**src/rtl/stream_xfer_ctrl_if.sv**
```systemverilog
// Single-word memory port shared by the LD and ST channels.
//   req  : beat request (master -> slave)
//   we   : 1 = store beat, 0 = load beat (master -> slave)
//   addr : beat address, stable while req is high and ack is low (master -> slave)
//   ack  : beat accepted this cycle when req is high (slave -> master)
interface stream_xfer_ctrl_if #(
    parameter int unsigned CPU_W = 16
) ();
    logic             req;
    logic             we;
    logic [CPU_W-1:0] addr;
    logic             ack;

    modport master (
        output req,
        output we,
        output addr,
        input  ack
    );

    modport slave (
        input  req,
        input  we,
        input  addr,
        output ack
    );
endinterface

```
**src/rtl/stream_xfer_ctrl.sv**
```systemverilog
// Streamed load/store transfer sequencer.
// Two channels (LD, ST) each walk an address range of dnum words starting at sa,
// sharing one single-word memory port through a round-robin arbiter. When a
// channel finishes it writes its final address and a zero count back to the
// register file and pulses its done flag.
// Ports:
//   clk, rst                  clock, synchronous active-high reset
//   i_ld_start / i_st_start   start pulses, ignored while the channel is busy
//   i_sa_* / i_dnum_*         start address / word count, sampled on accepted start
//   o_ld_busy / o_st_busy     channel not idle
//   mem                       memory port (req/we/addr out, ack in)
//   o_ld_valid / o_st_pop     beat accepted for LD / ST this cycle
//   o_we_* / o_*_wb           register-file write-back strobes and values
//   o_ld_done / o_st_done     one-cycle completion pulses
module stream_xfer_ctrl #(
    parameter int unsigned CPU_W  = 16,
    parameter int unsigned STRIDE = 1
) (
    input  logic                clk,
    input  logic                rst,

    input  logic                i_ld_start,
    input  logic                i_st_start,
    input  logic [CPU_W-1:0]    i_sa_ld,
    input  logic [CPU_W-1:0]    i_dnum_ld,
    input  logic [CPU_W-1:0]    i_sa_st,
    input  logic [CPU_W-1:0]    i_dnum_st,

    output logic                o_ld_busy,
    output logic                o_st_busy,

    stream_xfer_ctrl_if.master  mem,

    output logic                o_ld_valid,
    output logic                o_st_pop,

    output logic                o_we_sa_ld,
    output logic [CPU_W-1:0]    o_sa_ld_wb,
    output logic                o_we_dnum_ld,
    output logic [CPU_W-1:0]    o_dnum_ld_wb,
    output logic                o_we_sa_st,
    output logic [CPU_W-1:0]    o_sa_st_wb,
    output logic                o_we_dnum_st,
    output logic [CPU_W-1:0]    o_dnum_st_wb,

    output logic                o_ld_done,
    output logic                o_st_done
);

    localparam int unsigned N_CH  = 2;
    localparam logic        CH_LD = 1'b0;
    localparam logic        CH_ST = 1'b1;

    typedef enum logic [1:0] {
        ST_IDLE = 2'd0,
        ST_RUN  = 2'd1,
        ST_WB   = 2'd2
    } state_e;

    // Per-channel state, indexed by CH_LD / CH_ST
    state_e             state_q [N_CH];
    state_e             state_d [N_CH];
    logic [CPU_W-1:0]   addr_q  [N_CH];
    logic [CPU_W-1:0]   addr_d  [N_CH];
    logic [CPU_W-1:0]   cnt_q   [N_CH];
    logic [CPU_W-1:0]   cnt_d   [N_CH];

    logic [CPU_W-1:0]   sa_c    [N_CH];
    logic [CPU_W-1:0]   dnum_c  [N_CH];
    logic [N_CH-1:0]    start_c;
    logic [N_CH-1:0]    req_c;
    logic [N_CH-1:0]    beat_c;
    logic [N_CH-1:0]    wb_c;

    // Arbiter state: held owner, and the channel served last
    logic               own_vld_q;
    logic               own_q;
    logic               last_q;
    logic               sel_c;
    logic               mem_req_c;
    logic               accept_c;

    // Map the per-channel inputs onto channel-indexed vectors
    assign start_c        = {i_st_start, i_ld_start};
    assign sa_c[CH_LD]    = i_sa_ld;
    assign sa_c[CH_ST]    = i_sa_st;
    assign dnum_c[CH_LD]  = i_dnum_ld;
    assign dnum_c[CH_ST]  = i_dnum_st;

    // A channel requests while running with beats left
    always_comb begin
        req_c = '0;
        wb_c  = '0;
        for (int unsigned i = 0; i < N_CH; i++) begin
            req_c[i] = (state_q[i] == ST_RUN) && (cnt_q[i] != '0);
            wb_c[i]  = (state_q[i] == ST_WB);
        end
    end

    // Owner select: a held owner wins; otherwise alternate on contention
    always_comb begin
        sel_c = own_q;
        if (!own_vld_q) begin
            if (&req_c) begin
                sel_c = ~last_q;
            end else begin
                sel_c = req_c[CH_ST];
            end
        end
        mem_req_c      = req_c[sel_c];
        accept_c       = mem_req_c & mem.ack;
        beat_c         = '0;
        beat_c[sel_c]  = accept_c;
    end

    // Arbiter registers: hold the owner across stalls, release after a beat
    always_ff @(posedge clk) begin
        if (rst) begin
            own_vld_q <= 1'b0;
            own_q     <= CH_LD;
            last_q    <= CH_ST;
        end else if (accept_c) begin
            own_vld_q <= 1'b0;
            last_q    <= sel_c;
        end else if (mem_req_c) begin
            own_vld_q <= 1'b1;
            own_q     <= sel_c;
        end
    end

    // Channel next-state: IDLE -> RUN -> WB -> IDLE
    always_comb begin
        for (int unsigned i = 0; i < N_CH; i++) begin
            state_d[i] = state_q[i];
            addr_d[i]  = addr_q[i];
            cnt_d[i]   = cnt_q[i];
            case (state_q[i])
                ST_IDLE: begin
                    if (start_c[i]) begin
                        state_d[i] = ST_RUN;
                        addr_d[i]  = sa_c[i];
                        cnt_d[i]   = dnum_c[i];
                    end
                end
                ST_RUN: begin
                    if (cnt_q[i] == '0) begin
                        state_d[i] = ST_WB;
                    end else if (beat_c[i]) begin
                        addr_d[i] = addr_q[i] + CPU_W'(STRIDE);
                        cnt_d[i]  = cnt_q[i] - CPU_W'(1);
                        // Last beat goes straight to write-back
                        if (cnt_q[i] == CPU_W'(1)) begin
                            state_d[i] = ST_WB;
                        end
                    end
                end
                ST_WB: begin
                    state_d[i] = ST_IDLE;
                end
                default: begin
                    state_d[i] = ST_IDLE;
                end
            endcase
        end
    end

    // Channel state registers
    always_ff @(posedge clk) begin
        if (rst) begin
            for (int unsigned i = 0; i < N_CH; i++) begin
                state_q[i] <= ST_IDLE;
                addr_q[i]  <= '0;
                cnt_q[i]   <= '0;
            end
        end else begin
            for (int unsigned i = 0; i < N_CH; i++) begin
                state_q[i] <= state_d[i];
                addr_q[i]  <= addr_d[i];
                cnt_q[i]   <= cnt_d[i];
            end
        end
    end

    // Memory port: address and direction are zero whenever no beat is requested
    assign mem.req  = mem_req_c;
    assign mem.we   = mem_req_c & sel_c;
    assign mem.addr = mem_req_c ? addr_q[sel_c] : '0;

    assign o_ld_valid = beat_c[CH_LD];
    assign o_st_pop   = beat_c[CH_ST];

    assign o_ld_busy  = (state_q[CH_LD] != ST_IDLE);
    assign o_st_busy  = (state_q[CH_ST] != ST_IDLE);

    // Write-back: final address and a zero count during the single WB cycle
    assign o_we_sa_ld   = wb_c[CH_LD];
    assign o_sa_ld_wb   = wb_c[CH_LD] ? addr_q[CH_LD] : '0;
    assign o_we_dnum_ld = wb_c[CH_LD];
    assign o_dnum_ld_wb = '0;
    assign o_ld_done    = wb_c[CH_LD];

    assign o_we_sa_st   = wb_c[CH_ST];
    assign o_sa_st_wb   = wb_c[CH_ST] ? addr_q[CH_ST] : '0;
    assign o_we_dnum_st = wb_c[CH_ST];
    assign o_dnum_st_wb = '0;
    assign o_st_done    = wb_c[CH_ST];

endmodule

```
**src/flat_wrapper.sv**
```systemverilog
// flat-port wrapper written by rule: the top's interface ports become plain ports
module stream_xfer_ctrl_flat 
#(
    parameter int unsigned CPU_W  = 16,
    parameter int unsigned STRIDE = 1
)
  (clk, rst, i_ld_start, i_st_start, i_sa_ld, i_dnum_ld, i_sa_st, i_dnum_st, o_ld_busy, o_st_busy, o_ld_valid, o_st_pop, o_we_sa_ld, o_sa_ld_wb, o_we_dnum_ld, o_dnum_ld_wb, o_we_sa_st, o_sa_st_wb, o_we_dnum_st, o_dnum_st_wb, o_ld_done, o_st_done, mem_req, mem_we, mem_addr, mem_ack);
  stream_xfer_ctrl_if #(.CPU_W(CPU_W)) mem_i ();
  input  logic clk;
  input  logic rst;
  input  logic i_ld_start;
  input  logic i_st_start;
  input  logic [CPU_W-1:0] i_sa_ld;
  input  logic [CPU_W-1:0] i_dnum_ld;
  input  logic [CPU_W-1:0] i_sa_st;
  input  logic [CPU_W-1:0] i_dnum_st;
  output logic o_ld_busy;
  output logic o_st_busy;
  output logic o_ld_valid;
  output logic o_st_pop;
  output logic o_we_sa_ld;
  output logic [CPU_W-1:0] o_sa_ld_wb;
  output logic o_we_dnum_ld;
  output logic [CPU_W-1:0] o_dnum_ld_wb;
  output logic o_we_sa_st;
  output logic [CPU_W-1:0] o_sa_st_wb;
  output logic o_we_dnum_st;
  output logic [CPU_W-1:0] o_dnum_st_wb;
  output logic o_ld_done;
  output logic o_st_done;
  output wire logic [$bits(mem_i.req)-1:0] mem_req;
  output wire logic [$bits(mem_i.we)-1:0] mem_we;
  output wire logic [$bits(mem_i.addr)-1:0] mem_addr;
  input wire logic [$bits(mem_i.ack)-1:0] mem_ack;
  assign mem_req = mem_i.req;
  assign mem_we = mem_i.we;
  assign mem_addr = mem_i.addr;
  assign mem_i.ack = mem_ack;
  stream_xfer_ctrl #(.CPU_W(CPU_W), .STRIDE(STRIDE)) u_core (.clk(clk), .rst(rst), .i_ld_start(i_ld_start), .i_st_start(i_st_start), .i_sa_ld(i_sa_ld), .i_dnum_ld(i_dnum_ld), .i_sa_st(i_sa_st), .i_dnum_st(i_dnum_st), .o_ld_busy(o_ld_busy), .o_st_busy(o_st_busy), .mem(mem_i), .o_ld_valid(o_ld_valid), .o_st_pop(o_st_pop), .o_we_sa_ld(o_we_sa_ld), .o_sa_ld_wb(o_sa_ld_wb), .o_we_dnum_ld(o_we_dnum_ld), .o_dnum_ld_wb(o_dnum_ld_wb), .o_we_sa_st(o_we_sa_st), .o_sa_st_wb(o_sa_st_wb), .o_we_dnum_st(o_we_dnum_st), .o_dnum_st_wb(o_dnum_st_wb), .o_ld_done(o_ld_done), .o_st_done(o_st_done));
endmodule
```
**config.mk**
```make
export PLATFORM = sky130hd
export DESIGN_NAME = stream_xfer_ctrl_flat
export DESIGN_NICKNAME = d
export VERILOG_FILES = /design/src/rtl/stream_xfer_ctrl_if.sv /design/src/rtl/stream_xfer_ctrl.sv /design/src/flat_wrapper.sv
export SDC_FILE = /design/constraint.sdc
export NUM_CORES = 1
export LEC_CHECK = 0
export BUFFER_PORTS_ARGS = -buffer_cell sky130_fd_sc_hd__buf_2
export CAP_MARGIN = 20
export CORE_MARGIN = 2
export CORE_UTILIZATION = 48
export CTS_BUF_LIST = sky130_fd_sc_hd__clkbuf_4
export DETAILED_ROUTE_END_ITERATION = 8
export PLACE_DENSITY = 0.77
export REMOVE_ABC_BUFFERS = 1
export SLEW_MARGIN = 10
export SYNTH_ARGS = -nofsm -noshare
export SYNTH_HDL_FRONTEND = slang
export SYNTH_SLANG_ARGS = --single-unit
```
**constraint.sdc**
```tcl
create_clock -name clk -period 2.65 [get_ports clk]
set_input_delay 0.53 -clock clk [delete_from_list [all_inputs] [get_ports clk]]
set_output_delay 0.53 -clock clk [all_outputs]
set_load 0.01 [all_outputs]
```
# After elaboration in Yosys (flattened, before gate mapping)
# Memory sizes are Yosys's and may differ from the RTL's.
# Index checks and enable logic that the tools add are counted.
word_totals:
  ram_bits: 68
  elab_cells: 87
  output_inout_bits: 92
  memories: 3
  regBits: 3
  input_bits: 69
classes:
  n_addsub: 4
  order_cmp: 2
  n_mux: 44
  n_reduce_logical: 14
  n_bitwise: 11
  n_eq_ne: 6
mem_list:
  columns: ["memory", "words", "width", "read_ports", "rd_ports_with_merged_regs", "wr", "line", "text"]
  rows:
  - ["u_core.addr_q", 2, 16, 3, 0, 2, "stream_xfer_ctrl.sv:63", "logic [CPU_W-1:0] addr_q [N_CH];"]
  - ["u_core.cnt_q", 2, 16, 2, 0, 2, "stream_xfer_ctrl.sv:65", "logic [CPU_W-1:0] cnt_q [N_CH];"]
  - ["u_core.state_q", 2, 2, 2, 0, 2, "stream_xfer_ctrl.sv:61", "state_e state_q [N_CH];"]
op_table:
  columns: ["cell", "n"]
  rows:
  - ["16-bit two-way mux", 19]
  - ["16-bit case mux with 2 select lines", 4]
  - ["16-bit by 1-bit adder with 16-bit output, second input constant", 2]
  - ["16-bit by 1-bit == test with 1-bit output, second input constant", 2]
  - ["16-bit zero test", 2]
  - ["16-bit nonzero test", 2]
  - ["16-bit by 1-bit subtractor with 16-bit output, second input constant", 2]
  - ["2-bit two-way mux", 10]
  - ["1-bit two-way mux", 8]
  - ["2-bit case mux with 2 select lines", 2]
  - ["1-bit OR", 6]
  - ["2-bit by 1-bit == test with 1-bit output, second input constant", 2]
  - ["2-bit == test, second input constant", 2]
  - ["2-bit zero test", 2]
  - ["2-bit AND reduction", 2]
  - ["2-bit nonzero test", 2]
  - ["1-bit logical AND", 3]
  - ["1-bit AND", 2]
  - ["2-bit AND", 1]
  - ["1-bit by 2-bit less-than comparator with 1-bit output, second input constant", 1]
  - ["1-bit inverter", 2]
  - ["2-bit OR reduction", 1]
  - ["1-bit demux with 1-bit select", 1]
  - ["1-bit greater-or-equal comparator, second input constant", 1]

# Logic depth before layout (Yosys ltp)
# An unclocked memory read counts as a cell.
depth:
  depth_word: 15
  ltp_mapped: 11

# Least setup slack after synthesis
# No wires, ideal clock.
synth_timing:
  kind: "register to output"
  start: "mem u_core.cnt_q[1][0] (netlist: u_core.cnt_q[0][16])"
  end: "out mem_addr[10]"
  n_path_buf: 2
  slack_ns: -0.185
  arrival_time_ns: 2.305
  required_ns: 2.120
  path_stages_with_launch: 11
  path_cell_list: "dfxtp_1 -> inv_1 -> ha_1 -> nor3b_1 -> nand4_1 -> nand2_1 -> o31a_1 -> buf_2 -> clkbuf_1 -> nand2_1 -> a21oi_1"
synth_rtl:
  columns: ["element", "line", "text"]
  rows:
  - ["from (decl)", "stream_xfer_ctrl.sv:65", null]
  - ["to (decl)", "flat_wrapper.sv:33", "output wire logic [$bits(mem_i.addr)-1:0] mem_addr;"]

==> impl_results.md <==
* CTS Buf Count at 9
* Cell depth of the worst flop-to-flop path at 10
* Proportion of synthesized chip area in sequential cells at 27.8%
* Critical path, cell by cell: or4_4 -> nor4_4 -> buf_4 -> nand2b_4 -> o211ai_1 -> o21ai_2 -> buf_12 -> a21oi_1 -> buf_2
* Number of violations of the max-capacitance limit at 0
* Util after Layout at 62.6%
* Status: finished with violations
* Crit Reg-Reg Endpoint: u_core.addr_q[1][3]$_SDFFE_PP0P_
* Count of hold buffers inserted by post-cts repair at 0
* TritonCTS clock tree: built
* Vias per cell at 5.62
* FP Rows at 37
* Layout cells sized above 1 at 27.8%
* Required time reported for the critical path endpoint at 2120 ps
* CP endpoint kind: output pin
* Beginning of the worst register-to-register path: u_core.cnt_q[0][15]$_SDFFE_PP0P_
* Final setup slack of the worst path at -457 ps
* Final weighted congestion of routability-driven global placement at 0.900
* Maximum number of pins on one net before global-route repair at 81
* Type of the worst setup path: flop to output pin
* Hold Vio Cnt, Final at 0
* Clock sink count at 71
* Final period util at 117%
* Total core area at 10300 um^2
* Total Die Area at 11500 um^2
* Wire length after detailed routing at 15.5 mm
* Number of enable-type register cells in the synthesized netlist at 0
* Global-route wire length before repair at 24.5 mm
* Global-route layer with the greatest usage: met2
* Failing checks: setup timing
* Tot GR Track Use at 25.9%
* Die Span Y at 107 um
* Mean Syn Cell Area at 6.73 um^2
* Crit path DAT at 2580 ps
* Number of optimization iterations in the first detailed-route pass at 8
* Syn-to-layout area delta at 26.4%
* Vias in the first global route at 5052
* Unrepaired setup endpoints after global routing: true
* Worst-path fanout max at 17
* Drt first-iter violations at 446
* Leakage at 0.00283 uW
* Clock slew at the register clock pins of the worst setup and hold paths at 120 ps
* Slew Limit Fails at 0
* HPWL after DPL at 10.4 mm
* Initial cell density of the core at 49.5%
* Inserted Diodes at 0
* Syn. warnings at 0
* Hold EP: u_core.addr_q[0][1]$_SDFFE_PP0P_
* Power per unit of standard cell area at 652 nW/um^2
* FF-to-FF setup slack at -40 ps
* Number of nets at the end of the flow at 972
* Slowest stage delay, CP at 560 ps
* Number of cells produced by synthesis at 759
* Per-cell routed wire length at 15.0 um
* Transition time at the pin with the least slew margin at 784 ps
* Remaining Overflow, GRT at 0
* Critical path's slowest cell: sky130_fd_sc_hd__or4_4
* CTS root buffer: sky130_fd_sc_hd__clkbuf_4
* Global routing usage on met2 at 42.9%
* Antenna violations before repair at 0
* H-tree level count at 3
* Post-synthesis instance area at 5110 um^2
* GR met3 Demand/Resource at 4.19%
* Hold Path Cell Cnt at 3
* Residual DRC at 0
* Flops & latches, synth at 71
* Clk Latency, worst-skew pair at 450 ps
* Predominant post-synthesis flop cell: sky130_fd_sc_hd__dfxtp_1
* Worst-case vdd ir drop at 0.375 mV
* Count of cell types in the netlist at 50
* Kind of start point of the critical path: flop
* Number of primary I/O pins at 161
* Horizontal die dimension at 107 um
* Min Tclk post-route at 3110 ps
* Via count at 5831
* Setup total negative slack at -8190 ps
* Path type of the worst min-delay path: primary input to flop
* Largest clock skew in the final design at 23.8 ps
* Number of input and output port buffers inserted at 128
* Global Route met1 Usage at 35.0%
* Final Setup Violations at 22
* Hold path startpoint: i_sa_ld[1]
* Maximum achievable frequency at 322 MHz
* Antenna-violating nets left at 0
* Max-Slew Margin vs Limit at 47.2%
* Clock buffer depth at 2
* Async set-or-reset flop fraction in the synthesized netlist at 0%
## logic make-up after synthesis
group / synth area share [%]
other: 0.0734
adders and majority gates: 1.47
and+or+nand+nor: 32.2
DFF: 27.8
buffers and inverters: 10.5
AOI/OAI and AO/OA: 27.9
## sequential cells by signal (all words and copies together) (netlist names)
| name | flops |
|---|---|
| u_core.state_q | 4 |
| u_core.addr_q | 32 |
| u_core.own_q | 1 |
| u_core.cnt_q | 32 |
| u_core.last_q | 1 |
| u_core.own_vld_q | 1 |
## repair_timing
action | in CTS | in global routing
setup endpoints to repair | 20 | 44
pin swaps | 2 | 9
gates resized for setup | 14 | 49
setup buffers | 3 | 8
## per-stage QoR
stage | total power (uW) | cell area (um^2) | setup WS (ps) | hold WS (ps) | cells
after floorplan | 2360 | 4730 | -773 | 448 | 699
after global placement | 2990 | 5970 | 9.78 | 473 | 1011
after detailed placement | 3000 | 5970 | -36.1 | 471 | 1011
after CTS | 4060 | 6270 | -427 | 338 | 1030
after global routing | 4470 | 6460 | -578 | 342 | 1038
final | 4210 | 6460 | -457 | 341 | 1038
## report_power, final
group	total (uW)	internal (uW)	switching, uW
Clock	1000	582	419
Sequential	1410	1210	197
Combinational	1800	781	1020
## cells in the final DEF, fill, tap and decap left out, drive strengths merged, types with 10 or more instances in the layout
cell,count
a21oi,102
and2,35
buf,187
clkbuf,10
conb,32
dfxtp,71
inv,10
nand2,138
nand2b,13
nand3,21
nor2,63
nor3,20
o21ai,67
o31ai,10
## synthesized netlist by cell type (5+ instances only)
library cell | count | area share (%)
sky130_fd_sc_hd__nand2_1 | 138 | 10
sky130_fd_sc_hd__a21oi_1 | 102 | 10
sky130_fd_sc_hd__dfxtp_1 | 71 | 28
sky130_fd_sc_hd__o21ai_0 | 64 | 6.3
sky130_fd_sc_hd__nor2_1 | 63 | 4.6
sky130_fd_sc_hd__clkbuf_1 | 42 | 3.1
sky130_fd_sc_hd__buf_4 | 36 | 5.3
sky130_fd_sc_hd__and2_1 | 35 | 4.3
sky130_fd_sc_hd__nand3_1 | 21 | 2.1
sky130_fd_sc_hd__nor3_1 | 20 | 2.0
sky130_fd_sc_hd__nand2b_1 | 13 | 1.6
sky130_fd_sc_hd__buf_2 | 11 | 1.1
sky130_fd_sc_hd__inv_1 | 10 | 0.73
sky130_fd_sc_hd__o31ai_1 | 8 | 1.2
sky130_fd_sc_hd__o32ai_1 | 8 | 1.4
sky130_fd_sc_hd__a211oi_1 | 7 | 1.0
sky130_fd_sc_hd__a31oi_1 | 7 | 0.86
sky130_fd_sc_hd__nand4_1 | 7 | 0.86
sky130_fd_sc_hd__o41ai_1 | 7 | 1.2
sky130_fd_sc_hd__or4_1 | 7 | 1.0
sky130_fd_sc_hd__ha_1 | 6 | 1.5
sky130_fd_sc_hd__nor3b_1 | 6 | 0.88
sky130_fd_sc_hd__nor4_1 | 6 | 0.73
sky130_fd_sc_hd__or2_2 | 6 | 0.73
sky130_fd_sc_hd__or3_1 | 6 | 0.73
sky130_fd_sc_hd__a22o_1 | 5 | 0.86
## cell type report
type	count	area [um^2]
clock inverters	6	133
well taps	136	170
inverters	10	37.5
fillers	950	3860
clock buffers	10	75.1
multi-input cells	618	3430
flip-flops and latches	71	1420
repair buffers	187	1190
## how the worst max path moves through the flow
| stage | startpoint | end | cells after the start |
|---|---|---|---|
| floorplan | u_core.state_q[0][1]$_SDFFE_PP0P_ | mem_addr[0] | 5 |
| global placement | u_core.cnt_q[0][0]$_SDFFE_PP0P_ | mem_addr[4] | 10 |
| detailed placement | u_core.cnt_q[0][0]$_SDFFE_PP0P_ | mem_addr[4] | 10 |
| CTS | u_core.cnt_q[0][15]$_SDFFE_PP0P_ | mem_addr[4] | 8 |
| global route | u_core.cnt_q[0][15]$_SDFFE_PP0P_ | mem_addr[4] | 8 |
| finish | u_core.cnt_q[0][15]$_SDFFE_PP0P_ | mem_addr[4] | 9 |
## per-layer routing
layer,up-vias,share of wire (%),routed length (um)
li1,2884,-,-
met1,2620,42,6490
met2,288,48,7490
met3,39,8.0,1240
met4,0,2.1,325
met5,-,0,0
## critical path: cells and delay by family (launching register included)
kind	cells	cell delay [ps]
buffers and inverters	3	480
AND/OR/NAND/NOR	3	1010
AO/OA/AOI/OAI	3	320
flip-flops	1	330
No activity file was read; power rests on OpenSTA's default activity.
